File: config.mk
export PLATFORM = sky130hd
export DESIGN_NAME = pipeline_layer_control
export DESIGN_NICKNAME = d
export VERILOG_FILES = /design/src/rtl/pipeline_layer_control_pkg.sv /design/src/rtl/pipeline_layer_control_spi_byte_slave.sv /design/src/rtl/pipeline_layer_control.sv
export SDC_FILE = /design/constraint.sdc
export NUM_CORES = 1
export LEC_CHECK = 0
export ABC_CLOCK_PERIOD_IN_PS = 3400
export BUFFER_PORTS_ARGS = -buffer_cell sky130_fd_sc_hd__buf_4
export CAP_MARGIN = 20
export CORE_MARGIN = 10
export CORE_UTILIZATION = 50
export CTS_CLUSTER_DIAMETER = 60
export DETAILED_ROUTE_END_ITERATION = 10
export PLACE_DENSITY = 0.82
export REMOVE_ABC_BUFFERS = 1
export SETUP_SLACK_MARGIN = 0.4
export SLEW_MARGIN = 20
export SYNTH_ARGS = -nofsm -noshare
export SYNTH_HDL_FRONTEND = slang
export SYNTH_SLANG_ARGS = --single-unit
export TNS_END_PERCENT = 100
File: constraint.sdc
create_clock -name clk -period 3.4 [get_ports clk]
set_clock_uncertainty 0.15 [all_clocks]
set_input_delay 0.34 -clock clk [delete_from_list [all_inputs] [get_ports clk]]
set_output_delay 0.34 -clock clk [all_outputs]
set_load 0.005 [all_outputs]
File: src/rtl/pipeline_layer_control_pkg.sv
// Shared encodings for the layer control register bank: SPI opcodes, field
// selectors, overlay modes and the command FSM states.
package pipeline_ctrl_pkg;

  typedef enum logic [1:0] {
    OP_WRITE  = 2'd0,
    OP_READ   = 2'd1,
    OP_COMMIT = 2'd2,
    OP_NOP    = 2'd3
  } op_e;

  typedef enum logic [2:0] {
    FIELD_MODE        = 3'd0,
    FIELD_SCALE       = 3'd1,
    FIELD_OFFSET_X    = 3'd2,
    FIELD_OFFSET_Y    = 3'd3,
    FIELD_CLIP_LEFT   = 3'd4,
    FIELD_CLIP_RIGHT  = 3'd5,
    FIELD_CLIP_TOP    = 3'd6,
    FIELD_CLIP_BOTTOM = 3'd7
  } field_e;

  localparam logic [1:0] OVL_NONE   = 2'd0;
  localparam logic [1:0] OVL_CHROMA = 2'd1;
  localparam logic [1:0] OVL_DIRECT = 2'd2;

  typedef enum logic [2:0] {
    S_IDLE,
    S_CMD,
    S_DATA_HI,
    S_DATA_LO,
    S_DONE
  } state_e;

endpackage

File: src/rtl/pipeline_layer_control_spi_byte_slave.sv
// Mode-0 SPI byte slave in the clk domain: input synchronisers, SCK edge
// detection, MSB-first RX/TX shifters and a bit counter.
module spi_byte_slave #(
  parameter int unsigned SYNC_STAGES = 2
) (
  input  logic       clk,
  input  logic       rst,
  input  logic       sck_i,
  input  logic       ss_i,
  input  logic       mosi_i,
  input  logic [7:0] tx_byte_i,
  output logic       miso_o,
  output logic [7:0] rx_byte_o,
  output logic       rx_valid_o,
  output logic       tx_load_o,
  output logic       frame_active_o
);

  logic [SYNC_STAGES-1:0] sck_sync_q, ss_sync_q, mosi_sync_q;
  logic       sck_prev_q, active_q, rx_valid_q;
  logic [2:0] bit_cnt_q;
  logic [7:0] rx_shift_q, rx_byte_q, tx_shift_q;
  logic       sck_s, ss_s, mosi_s, sck_rise, sck_fall, start;

  assign sck_s    = sck_sync_q[SYNC_STAGES-1];
  assign ss_s     = ss_sync_q[SYNC_STAGES-1];
  assign mosi_s   = mosi_sync_q[SYNC_STAGES-1];
  assign start    = !ss_s && !active_q;
  assign sck_rise = active_q && sck_s && !sck_prev_q;
  assign sck_fall = active_q && !sck_s && sck_prev_q;
  // Next byte is presented at SS fall and on the falling edge after each 8th bit
  assign tx_load_o = start || (sck_fall && bit_cnt_q == 3'd0);

  always_ff @(posedge clk) begin
    if (rst) begin
      sck_sync_q  <= '0;
      ss_sync_q   <= '1;
      mosi_sync_q <= '0;
      sck_prev_q  <= 1'b0;
      active_q    <= 1'b0;
    end else begin
      sck_sync_q[0]  <= sck_i;
      ss_sync_q[0]   <= ss_i;
      mosi_sync_q[0] <= mosi_i;
      for (int unsigned i = 1; i < SYNC_STAGES; i++) begin
        sck_sync_q[i]  <= sck_sync_q[i-1];
        ss_sync_q[i]   <= ss_sync_q[i-1];
        mosi_sync_q[i] <= mosi_sync_q[i-1];
      end
      sck_prev_q <= sck_s;
      active_q   <= !ss_s;
    end
  end

  always_ff @(posedge clk) begin
    if (rst) begin
      bit_cnt_q  <= '0;
      rx_shift_q <= '0;
      rx_byte_q  <= '0;
      rx_valid_q <= 1'b0;
      tx_shift_q <= '0;
    end else begin
      rx_valid_q <= 1'b0;
      if (start) begin
        bit_cnt_q <= '0;
      end else if (sck_rise) begin
        rx_shift_q <= {rx_shift_q[6:0], mosi_s};
        bit_cnt_q  <= bit_cnt_q + 3'd1;
        if (bit_cnt_q == 3'd7) begin
          rx_byte_q  <= {rx_shift_q[6:0], mosi_s};
          rx_valid_q <= 1'b1;
        end
      end
      if (tx_load_o) begin
        tx_shift_q <= tx_byte_i;
      end else if (sck_fall) begin
        tx_shift_q <= {tx_shift_q[6:0], 1'b0};
      end
    end
  end

  assign miso_o         = active_q & tx_shift_q[7];
  assign rx_byte_o      = rx_byte_q;
  assign rx_valid_o     = rx_valid_q;
  assign frame_active_o = active_q;

endmodule

File: src/rtl/pipeline_layer_control.sv
// SPI-programmable, double-buffered per-layer control bank: SPI writes land in
// shadow registers, copied to the active outputs at a committed frame_start.
module pipeline_layer_control
  import pipeline_ctrl_pkg::*;
#(
  parameter int unsigned PRECISION   = 11,
  parameter int unsigned LAYER_COUNT = 2,
  parameter int unsigned SYNC_STAGES = 2
) (
  input  logic                                 clk,
  input  logic                                 rst,
  input  logic                                 frame_start,
  input  logic                                 hw_spi_clk,
  input  logic                                 hw_spi_ss,
  input  logic                                 hw_spi_mosi,
  output logic                                 hw_spi_miso,
  output logic [2*LAYER_COUNT-1:0]             ctrl_overlay_mode,
  output logic [2*LAYER_COUNT-1:0]             ctrl_fg_scale,
  output logic [(PRECISION+1)*LAYER_COUNT-1:0] ctrl_fg_offset_x,
  output logic [(PRECISION+1)*LAYER_COUNT-1:0] ctrl_fg_offset_y,
  output logic [PRECISION*LAYER_COUNT-1:0]     ctrl_fg_clip_left,
  output logic [PRECISION*LAYER_COUNT-1:0]     ctrl_fg_clip_right,
  output logic [PRECISION*LAYER_COUNT-1:0]     ctrl_fg_clip_top,
  output logic [PRECISION*LAYER_COUNT-1:0]     ctrl_fg_clip_bottom,
  output logic                                 commit_pending,
  output logic                                 cmd_error
);

  localparam int unsigned OW = PRECISION + 1;

  logic [7:0] rx_byte, tx_byte, hi_q, hi_d, rd_lo_q;
  logic       rx_valid, tx_load, frame_active;
  state_e     state_q, state_d;
  op_e        op_q, op_d, rx_op;
  field_e     field_q, field_d, rx_field;
  logic [2:0] layer_q, layer_d, rx_layer;
  logic       layer_ok_q, layer_ok_d, rx_layer_ok;
  logic       shadow_we, commit_set, cmd_error_d, cmd_error_q, pending_q;
  logic [15:0] rd_val;

  logic [1:0]           sh_mode_q [LAYER_COUNT], act_mode_q [LAYER_COUNT];
  logic [1:0]           sh_scale_q[LAYER_COUNT], act_scale_q[LAYER_COUNT];
  logic [OW-1:0]        sh_offx_q [LAYER_COUNT], act_offx_q [LAYER_COUNT];
  logic [OW-1:0]        sh_offy_q [LAYER_COUNT], act_offy_q [LAYER_COUNT];
  logic [PRECISION-1:0] sh_clip_q [LAYER_COUNT][4], act_clip_q[LAYER_COUNT][4];

  spi_byte_slave #(.SYNC_STAGES(SYNC_STAGES)) u_spi (
    .clk(clk), .rst(rst), .sck_i(hw_spi_clk), .ss_i(hw_spi_ss), .mosi_i(hw_spi_mosi),
    .tx_byte_i(tx_byte), .miso_o(hw_spi_miso), .rx_byte_o(rx_byte),
    .rx_valid_o(rx_valid), .tx_load_o(tx_load), .frame_active_o(frame_active)
  );

  assign rx_op       = op_e'(rx_byte[7:6]);
  assign rx_layer    = rx_byte[5:3];
  assign rx_field    = field_e'(rx_byte[2:0]);
  assign rx_layer_ok = {1'b0, rx_layer} < 4'(LAYER_COUNT);

  always_ff @(posedge clk) begin
    if (rst) begin
      state_q    <= S_IDLE;
      op_q       <= OP_NOP;
      field_q    <= FIELD_MODE;
      layer_q    <= '0;
      layer_ok_q <= 1'b0;
      hi_q       <= '0;
    end else begin
      state_q    <= state_d;
      op_q       <= op_d;
      field_q    <= field_d;
      layer_q    <= layer_d;
      layer_ok_q <= layer_ok_d;
      hi_q       <= hi_d;
    end
  end

  always_comb begin
    state_d    = state_q;
    op_d       = op_q;
    field_d    = field_q;
    layer_d    = layer_q;
    layer_ok_d = layer_ok_q;
    hi_d       = hi_q;
    if (!frame_active) begin
      state_d = S_IDLE;
    end else begin
      case (state_q)
        S_IDLE: state_d = S_CMD;
        S_CMD: if (rx_valid) begin
          op_d       = rx_op;
          layer_d    = rx_layer;
          field_d    = rx_field;
          layer_ok_d = rx_layer_ok;
          state_d    = (rx_op == OP_WRITE || rx_op == OP_READ) ? S_DATA_HI : S_DONE;
        end
        S_DATA_HI: if (rx_valid) begin
          hi_d    = rx_byte;
          state_d = S_DATA_LO;
        end
        S_DATA_LO: if (rx_valid) begin
          field_d = field_e'(field_q + 3'd1);
          state_d = S_DATA_HI;
        end
        default: ;
      endcase
    end
  end

  always_comb begin
    shadow_we   = 1'b0;
    commit_set  = 1'b0;
    cmd_error_d = 1'b0;
    tx_byte     = {pending_q, 4'b0000, 3'(LAYER_COUNT - 1)};
    case (state_q)
      S_CMD: if (rx_valid) begin
        commit_set  = (rx_op == OP_COMMIT);
        cmd_error_d = (rx_op == OP_WRITE || rx_op == OP_READ) && !rx_layer_ok;
      end
      S_DATA_HI: tx_byte = rd_val[15:8];
      S_DATA_LO: begin
        tx_byte   = rd_lo_q;
        shadow_we = rx_valid && op_q == OP_WRITE && layer_ok_q;
      end
      S_DONE:  tx_byte = '0;
      default: ;
    endcase
  end

  always_comb begin
    rd_val = '0;
    for (int unsigned l = 0; l < LAYER_COUNT; l++) begin
      if (op_q == OP_READ && layer_ok_q && layer_q == 3'(l)) begin
        case (field_q)
          FIELD_MODE:     rd_val = 16'(sh_mode_q[l]);
          FIELD_SCALE:    rd_val = 16'(sh_scale_q[l]);
          FIELD_OFFSET_X: rd_val = 16'($signed(sh_offx_q[l]));
          FIELD_OFFSET_Y: rd_val = 16'($signed(sh_offy_q[l]));
          default:        rd_val = 16'(sh_clip_q[l][field_q[1:0]]);
        endcase
      end
    end
  end

  // High byte goes straight to the shifter; low byte is held for DATA_LO
  always_ff @(posedge clk) begin
    if (rst) begin
      rd_lo_q <= '0;
    end else if (tx_load && state_q == S_DATA_HI) begin
      rd_lo_q <= rd_val[7:0];
    end
  end

  always_ff @(posedge clk) begin
    if (rst) begin
      pending_q   <= 1'b0;
      cmd_error_q <= 1'b0;
      for (int unsigned l = 0; l < LAYER_COUNT; l++) begin
        sh_mode_q[l]  <= '0;  act_mode_q[l]  <= '0;
        sh_scale_q[l] <= '0;  act_scale_q[l] <= '0;
        sh_offx_q[l]  <= '0;  act_offx_q[l]  <= '0;
        sh_offy_q[l]  <= '0;  act_offy_q[l]  <= '0;
        for (int unsigned c = 0; c < 4; c++) begin
          sh_clip_q[l][c]  <= '0;
          act_clip_q[l][c] <= '0;
        end
      end
    end else begin
      cmd_error_q <= cmd_error_d;
      if (commit_set) pending_q <= 1'b1;
      else if (frame_start) pending_q <= 1'b0;
      // A same-cycle shadow write lands after the copy reads the old shadow
      if (frame_start && pending_q) begin
        act_mode_q  <= sh_mode_q;
        act_scale_q <= sh_scale_q;
        act_offx_q  <= sh_offx_q;
        act_offy_q  <= sh_offy_q;
        act_clip_q  <= sh_clip_q;
      end
      if (shadow_we) begin
        for (int unsigned l = 0; l < LAYER_COUNT; l++) begin
          if (layer_q == 3'(l)) begin
            case (field_q)
              FIELD_MODE:     sh_mode_q[l]  <= 2'(rx_byte);
              FIELD_SCALE:    sh_scale_q[l] <= 2'(rx_byte);
              FIELD_OFFSET_X: sh_offx_q[l]  <= OW'({hi_q, rx_byte});
              FIELD_OFFSET_Y: sh_offy_q[l]  <= OW'({hi_q, rx_byte});
              default:        sh_clip_q[l][field_q[1:0]] <= PRECISION'({hi_q, rx_byte});
            endcase
          end
        end
      end
    end
  end

  for (genvar g = 0; g < LAYER_COUNT; g++) begin : g_out
    assign ctrl_overlay_mode[g*2 +: 2]               = act_mode_q[g];
    assign ctrl_fg_scale[g*2 +: 2]                   = act_scale_q[g];
    assign ctrl_fg_offset_x[g*OW +: OW]              = act_offx_q[g];
    assign ctrl_fg_offset_y[g*OW +: OW]              = act_offy_q[g];
    assign ctrl_fg_clip_left[g*PRECISION +: PRECISION]   = act_clip_q[g][0];
    assign ctrl_fg_clip_right[g*PRECISION +: PRECISION]  = act_clip_q[g][1];
    assign ctrl_fg_clip_top[g*PRECISION +: PRECISION]    = act_clip_q[g][2];
    assign ctrl_fg_clip_bottom[g*PRECISION +: PRECISION] = act_clip_q[g][3];
  end

  assign commit_pending = pending_q;
  assign cmd_error      = cmd_error_q;

endmodule
Word level (Yosys, flattened, before mapping)
Index checks and enable logic that the tools add are counted.
Word-level totals
  register bits after elaboration: 349
  bits in latches: 0
  memory bits (writable): 0
  memory bits (read-only): 0
  bits of input ports: 6
  output and inout port bits: 147
  logic and storage cells: 163
  memories: 0
Operators by class
  add/subtract/negate cells: 2
  $mul: 0
  divide/modulo/power cells: 0
  magnitude comparators: 3
  equal/unequal tests: 15
  shift-type cells: 0
  muxes and demuxes: 31
  bitwise gates (word level): 8
  reductions and logical operators: 53
Operators by type and width (number)
  $pmux W16 S4: 2
  $bwmux W44: 2
  $mux W11: 5
  $bmux W11 S2: 2
  $reduce_and A3 Y1: 13
  $mux W16: 2
  $pmux W8 S3: 1
  $demux W11 S2: 1
  $mux W3: 6
  $mux W8: 2
  $logic_and A1 B1 Y1: 15
  $eq A3 B2 Y1 const B: 4
  $logic_not A3 Y1: 4
  $pmux W3 S4: 1
  $eq A3 B1 Y1 const B: 3
  $reduce_and A4 Y1: 2
  $add A3 B1 Y3 const B: 2
  $eq A3 B3 Y1 const B: 2
  $mux W1: 6
  $ne A2 B1 Y1 const B: 3
  $not A1 Y1: 6
  $pmux W3 S2: 1
  $reduce_bool A2 Y1: 3
  $reduce_or A3 Y1: 2
  other kinds (14): 22

Depth between registers and ports, before layout
  depth after elaboration: 9
  gate-level depth with buffers: 11
  depth with buffers taken out: 7

By module
From an unflattened synthesis, not the netlist that was laid out.
Second synthesis, totals
  cells, all modules: 1623
  area total of the unflattened synthesis: 14403.8 um2
By module, submodules not included
  pipeline_layer_control: instances 1, cells an instance 1479, area an instance 13083.8 um2, seq. area each 6286.0 um2
  spi_byte_slave: instances 1, cells an instance 144, area an instance 1320.0 um2, seq. area each 700.7 um2

Worst setup path before layout
No wires, ideal clock.
  path type: reg2reg
  start point: register field_q[0]
  end point: register sh_clip_q[34] (netlist name)
  library setup time: 0.128 ns
  arrival time: 2.426 ns
  data required time: 3.122 ns
  slack: 0.697 ns
  stages on the path, launching flop included: 12
  path buffers: 4
  clock period less this slack: 2.703 ns
  cells stage by stage: dfxtp_1 -> buf_2 -> buf_2 -> inv_1 -> ha_1 -> buf_2 -> nor4_4 -> o2111a_2 -> nand3_1 -> buf_2 -> mux2i_1 -> nor2_1
On the way
  word-level cells in the longest chain between the ends: 6
  elaborated cells between the ends (all ways): 14
  classes of those cells: order compare (2); eq/ne (3); mux (3); bitwise (2); reduce/logical (4)
RTL lines
  from (decl): line pipeline_layer_control.sv:35  | field_e field_q, field_d, rx_field;
  from (signal assigned): line pipeline_layer_control.sv:69  | field_q <= field_d;
  $not A2 Y3 (implied by the code): line pipeline_layer_control.sv:186  | default: sh_clip_q[l][field_q[1:0]] <= PRECISION'({hi_q, rx_byte});
  $ge A3 B3 Y1 (implied by the code) or $lt A3 B1 Y1 (tied branches): line pipeline_layer_control.sv:186
  $logic_and A1 B1 Y1 (implied by the code): line pipeline_layer_control.sv:186
  $mux W11 (implied by the code): line pipeline_layer_control.sv:186
  $demux W11 S2: line pipeline_layer_control.sv:186
  $bwmux W44: line pipeline_layer_control.sv:186
  to (signal, indexed assignment): line pipeline_layer_control.sv:186
  to (decl): line pipeline_layer_control.sv:45  | logic [PRECISION-1:0] sh_clip_q [LAYER_COUNT][4], act_clip_q[LAYER_COUNT][4];
Several ways; a longest one is shown, not always the timed one.
A chain may end at the register's enable or synchronous reset.

Worst setup path after layout
  start point: register field_q[1]
  end point: register sh_clip_q[64] (netlist name)
Same word-level chain as after synthesis.

==> impl_metrics.py <==
metrics = {
    "global_routing": {
        "grtUsageTotal_pct": 20.80,
        "grt_pass1_wl_mm": 61.09,
        "grt_pass1_vias": 11620,
        "grt_max_degree": 102,
        "gr-total-overflow": 0,
        "antenna_found_initial": 0,
    },
    "layout": {
        "syn2layout_area_growth_pct": 17.79,
        "fin_area_mm2": 0.01644,
        "multi_input_area_mm2": 0.006361,
        "seq_area_mm2": 0.006987,
        "layout_commonest_cell": "nand2_1",
        "drive_gt1_share_pct": 17.49,
        "fin_nets": 1758,
        "fillCellCount": 2368,
        "final_cell_mix": "517 x nand2_1, 349 x dfxtp_1, 253 x a21oi_1",
        "antenna_cells": 0,
    },
    "detailed_routing": {
        "avgViaCountPerCell": 5.593,
        "wire_per_inst_um": 17.68,
        "drt_pass1_iterations": 6,
        "route.antenna.remaining_nets": 0,
        "vias": 12000,
        "route.detailed.drc": 0,
        "routed_wl_mm": 37.93,
        "first_iter_violations": 1137,
    },
    "clock_network": {
        "tritoncts": "yes",
        "h-tree-depth": 2,
        "clkSlewWorstSetupHoldPaths_ns": 0.06,
        "clk_root_buffer_cell": "clkbuf_16",
        "clk_path_buf_depth": 3,
        "cts.sinks": 349,
        "clkLatencyLatePin_ns": 0.52,
        "cts_made_buffers": 36,
        "ctsResizeCount": 0,
    },
    "synthesis": {
        "synth_warnings": 0,
        "ys_types": 60,
        "synth_edf_count": 0,
        "synthCells": 1651,
        "ys_seq_area_share_pct": 50.07,
        "syn_avg_cell_area_um2": 8.452,
        "netlist_area_mm2": 0.01395,
        "yosys_most_used_dff": "dfxtp_1",
        "async_flop_share_pct": 0,
        "ys_ff_latch": 349,
    },
    "place": {
        "pre_cts_ws_ns": 0.6942,
        "gp_congestion": 0.9529,
        "port_buffers": 152,
        "dp_hpwl_mm": 25.63,
        "placed_area_mm2": 0.01529,
    },
    "pwr": {
        "p_clk_share_pct": 46.9,
        "vdd_ir_drop_max_uv": 364.0,
        "power_density_mw_per_mm2": 482.2,
        "comb_power_share_pct": 1.3,
        "p_sw_mw": 1.651,
        "netSwitchingFraction_pct": 20.83,
        "power_frac_seq_pct": 51.7,
        "cellInternalPower_mw": 6.275,
        "p_leak_nw": 6.125,
    },
    "floorplanning": {
        "rows": 61,
        "pin_count": 153,
        "core-area_mm2": 0.02763,
        "fp.dieW_um": 187.1,
        "chipHeight_um": 187.1,
        "dieArea_mm2": 0.03499,
        "start_util_pct": 50.51,
    },
    "worst_setup_path": {
        "r2r-start": "field_q[1]",
        "startpoint_type": "flop",
        "reg2reg_slack_ns": 0.60,
        "cp_max_fo": 15,
        "startpoint": "field_q[1]",
        "r2r_cells": 8,
        "crit_type": "flop to flop",
        "end_kind": "flop",
        "cp_data_required_time_ns": 3.64,
        "crit_path_end": "sh_clip_q[64]",
        "arrival_ns": 3.04,
        "regToRegEndpoint": "sh_clip_q[64]",
    },
    "sta": {
        "relSlewSlack_pct": 37.44,
        "post-route-worst-setup-slack_ns": 0.5997,
        "finalHoldViolCount": 0,
        "fin_crit_ns": 2.800,
        "rsz0062_at_grt": "no",
        "setup_viol": 0,
        "fin_crit_sh_pct": 82.36,
        "worst-slew-pin-transition_ns": 0.9371,
        "fmax_mhz": 357.1,
        "drv_slew": 0,
    },
    "worst_hold_path": {
        "worstHoldPathType": "primary input to flop",
        "holdPathStages": 2,
    },
    "flow_run": {
        "maxCapViolCount": 0,
    },
    "outcome": {
        "status": "finished clean",
    },
}
## cell families after synthesis
| logic type | count (synthesis) | share of synthesized area (%) |
|---|---|---|
| AO/OA/AOI/OAI | 350 | 14.88 |
| XOR/XNOR | 1 | 0.06277 |
| buffers and inverters | 143 | 4.420 |
| flip-flops | 349 | 50.07 |
| adder cells (fa/ha/maj) | 9 | 0.8070 |
| multiplexers | 82 | 7.854 |
| AND/OR/NAND/NOR | 717 | 21.90 |
## worst max-delay path, cell delays in order (launching register included)
cell      delay [ns]
dfxtp_1         0.31
buf_4           0.20
ha_1            0.26
ha_1            0.26
nor4_4          0.37
o2111a_2        0.34
nand3b_1        0.46
nand2_1         0.21
a21oi_1         0.09
## per-stage QoR
step | hold WS [ns] | instances | util (%) | setup TNS [ns] | power [mW]
2_1_floorplan | 0.2390 | 1517 | - | -0.1432 | 4.209
3_3_place_gp | 0.2506 | 2079 | 55.35 | 0 | 4.290
3_5_place_dp | 0.2529 | 2079 | 55.35 | 0 | 4.291
4_1_cts | 0.1339 | 2145 | 59.49 | 0 | 7.971
5_1_grt | 0.1894 | 2145 | 59.49 | 0 | 8.153
6_report | 0.1581 | 2145 | 59.49 | 0 | 7.927
## power by group through the flow
| stage | clock, mW | sequential [mW] | combinational (mW) |
|---|---|---|---|
| after global placement | 0 | 4.19 | 0.0999 |
| final | 3.72 | 4.10 | 0.106 |
| after global routing | 3.94 | 4.10 | 0.115 |
| after floorplan | 0 | 4.19 | 0.0203 |
| after detailed placement | 0 | 4.19 | 0.101 |
| after CTS | 3.77 | 4.10 | 0.105 |
## Yosys cell counts (2+ instances only)
library cell  count  area [um^2]
nand2_1         518         1944
dfxtp_1         349         6987
a21oi_1         253         1266
nor2_1           91        341.6
clkbuf_1         81        304.0
mux2i_1          60        600.6
buf_2            33        165.2
mux4_2           22        495.5
a21oi_2          20        175.2
a22o_1           15        131.4
nand3_1          15        75.07
a22oi_1          14        105.1
buf_1            14        52.55
nor2b_1          12        75.07
nand2b_1         11        68.82
nand2_2          10        62.56
nand3b_1         10        75.07
ha_1              9        112.6
inv_1             9        33.78
and2_1            8        50.05
o22ai_1           8        50.05
nor3_1            7        35.03
o32ai_1           7        61.31
and3b_1           6        52.55
or2_2             6        37.54
nor3b_2           5        62.56
a211oi_1          4        30.03
a222oi_1          4        40.04
buf_4             4        30.03
and3_1            3        18.77
nor3b_1           3        22.52
o21ai_0           3        15.01
a211o_1           2        17.52
a221o_1           2        20.02
a2bb2oi_1         2        17.52
a31oi_1           2        12.51
and2_4            2        17.52
and4_1            2        17.52
nor4_4            2        42.54
o211ai_1          2        15.01
o21bai_1          2        15.01
## flip-flops by register name, summed over array words and instances, names as in the netlist, 7 cells and up
signal,count
sh_clip_q,88
ctrl_fg_offset_x,24
ctrl_fg_offset_y,24
sh_offx_q,24
sh_offy_q,24
ctrl_fg_clip_bottom,22
ctrl_fg_clip_left,22
ctrl_fg_clip_right,22
ctrl_fg_clip_top,22
rd_lo_q,8
u_spi.rx_byte_o,8
u_spi.tx_shift_q,8
u_spi.rx_shift_q,7
## cell type report
type / count / share of cell area [%]
Clock inverter: 11 / 0.5785
Tap cell: 378 / 2.877
Multi-Input combinational cell: 1159 / 38.70
Timing Repair Buffer: 188 / 8.998
Sequential cell: 349 / 42.51
Inverter: 9 / 0.2055
Clock buffer: 51 / 6.135
## metal layers
layer / global-route usage (%) / share of wire, % / vias up
met4: 8.158 / 3.4 / 0
met2: 34.87 / 48 / 501
li1: - / - / 5723
met3: 3.691 / 7.4 / 99
met1: 26.04 / 41 / 5674
met5: 0 / 0 / -
## worst min path at each step
stage,start,to,slack [ns]
2_1_floorplan,u_spi.ss_sync_q[1],u_spi.frame_active_o,0.24
3_3_place_gp,u_spi.ss_sync_q[0],u_spi.ss_sync_q[1],0.25
3_5_place_dp,u_spi.ss_sync_q[0],u_spi.ss_sync_q[1],0.25
4_1_cts,rst,u_spi.frame_active_o,0.13
5_1_grt,rst,sh_offx_q[21],0.19
6_report,rst,u_spi.frame_active_o,0.16
## repair_timing
action,4_1_cts,5_1_grt
hold buffers,4,0
setup buffers,0,0
hold endpoints to repair,4,0
endpoints found under the setup margin,0,0
No activity file was read; power rests on OpenSTA's default activity.
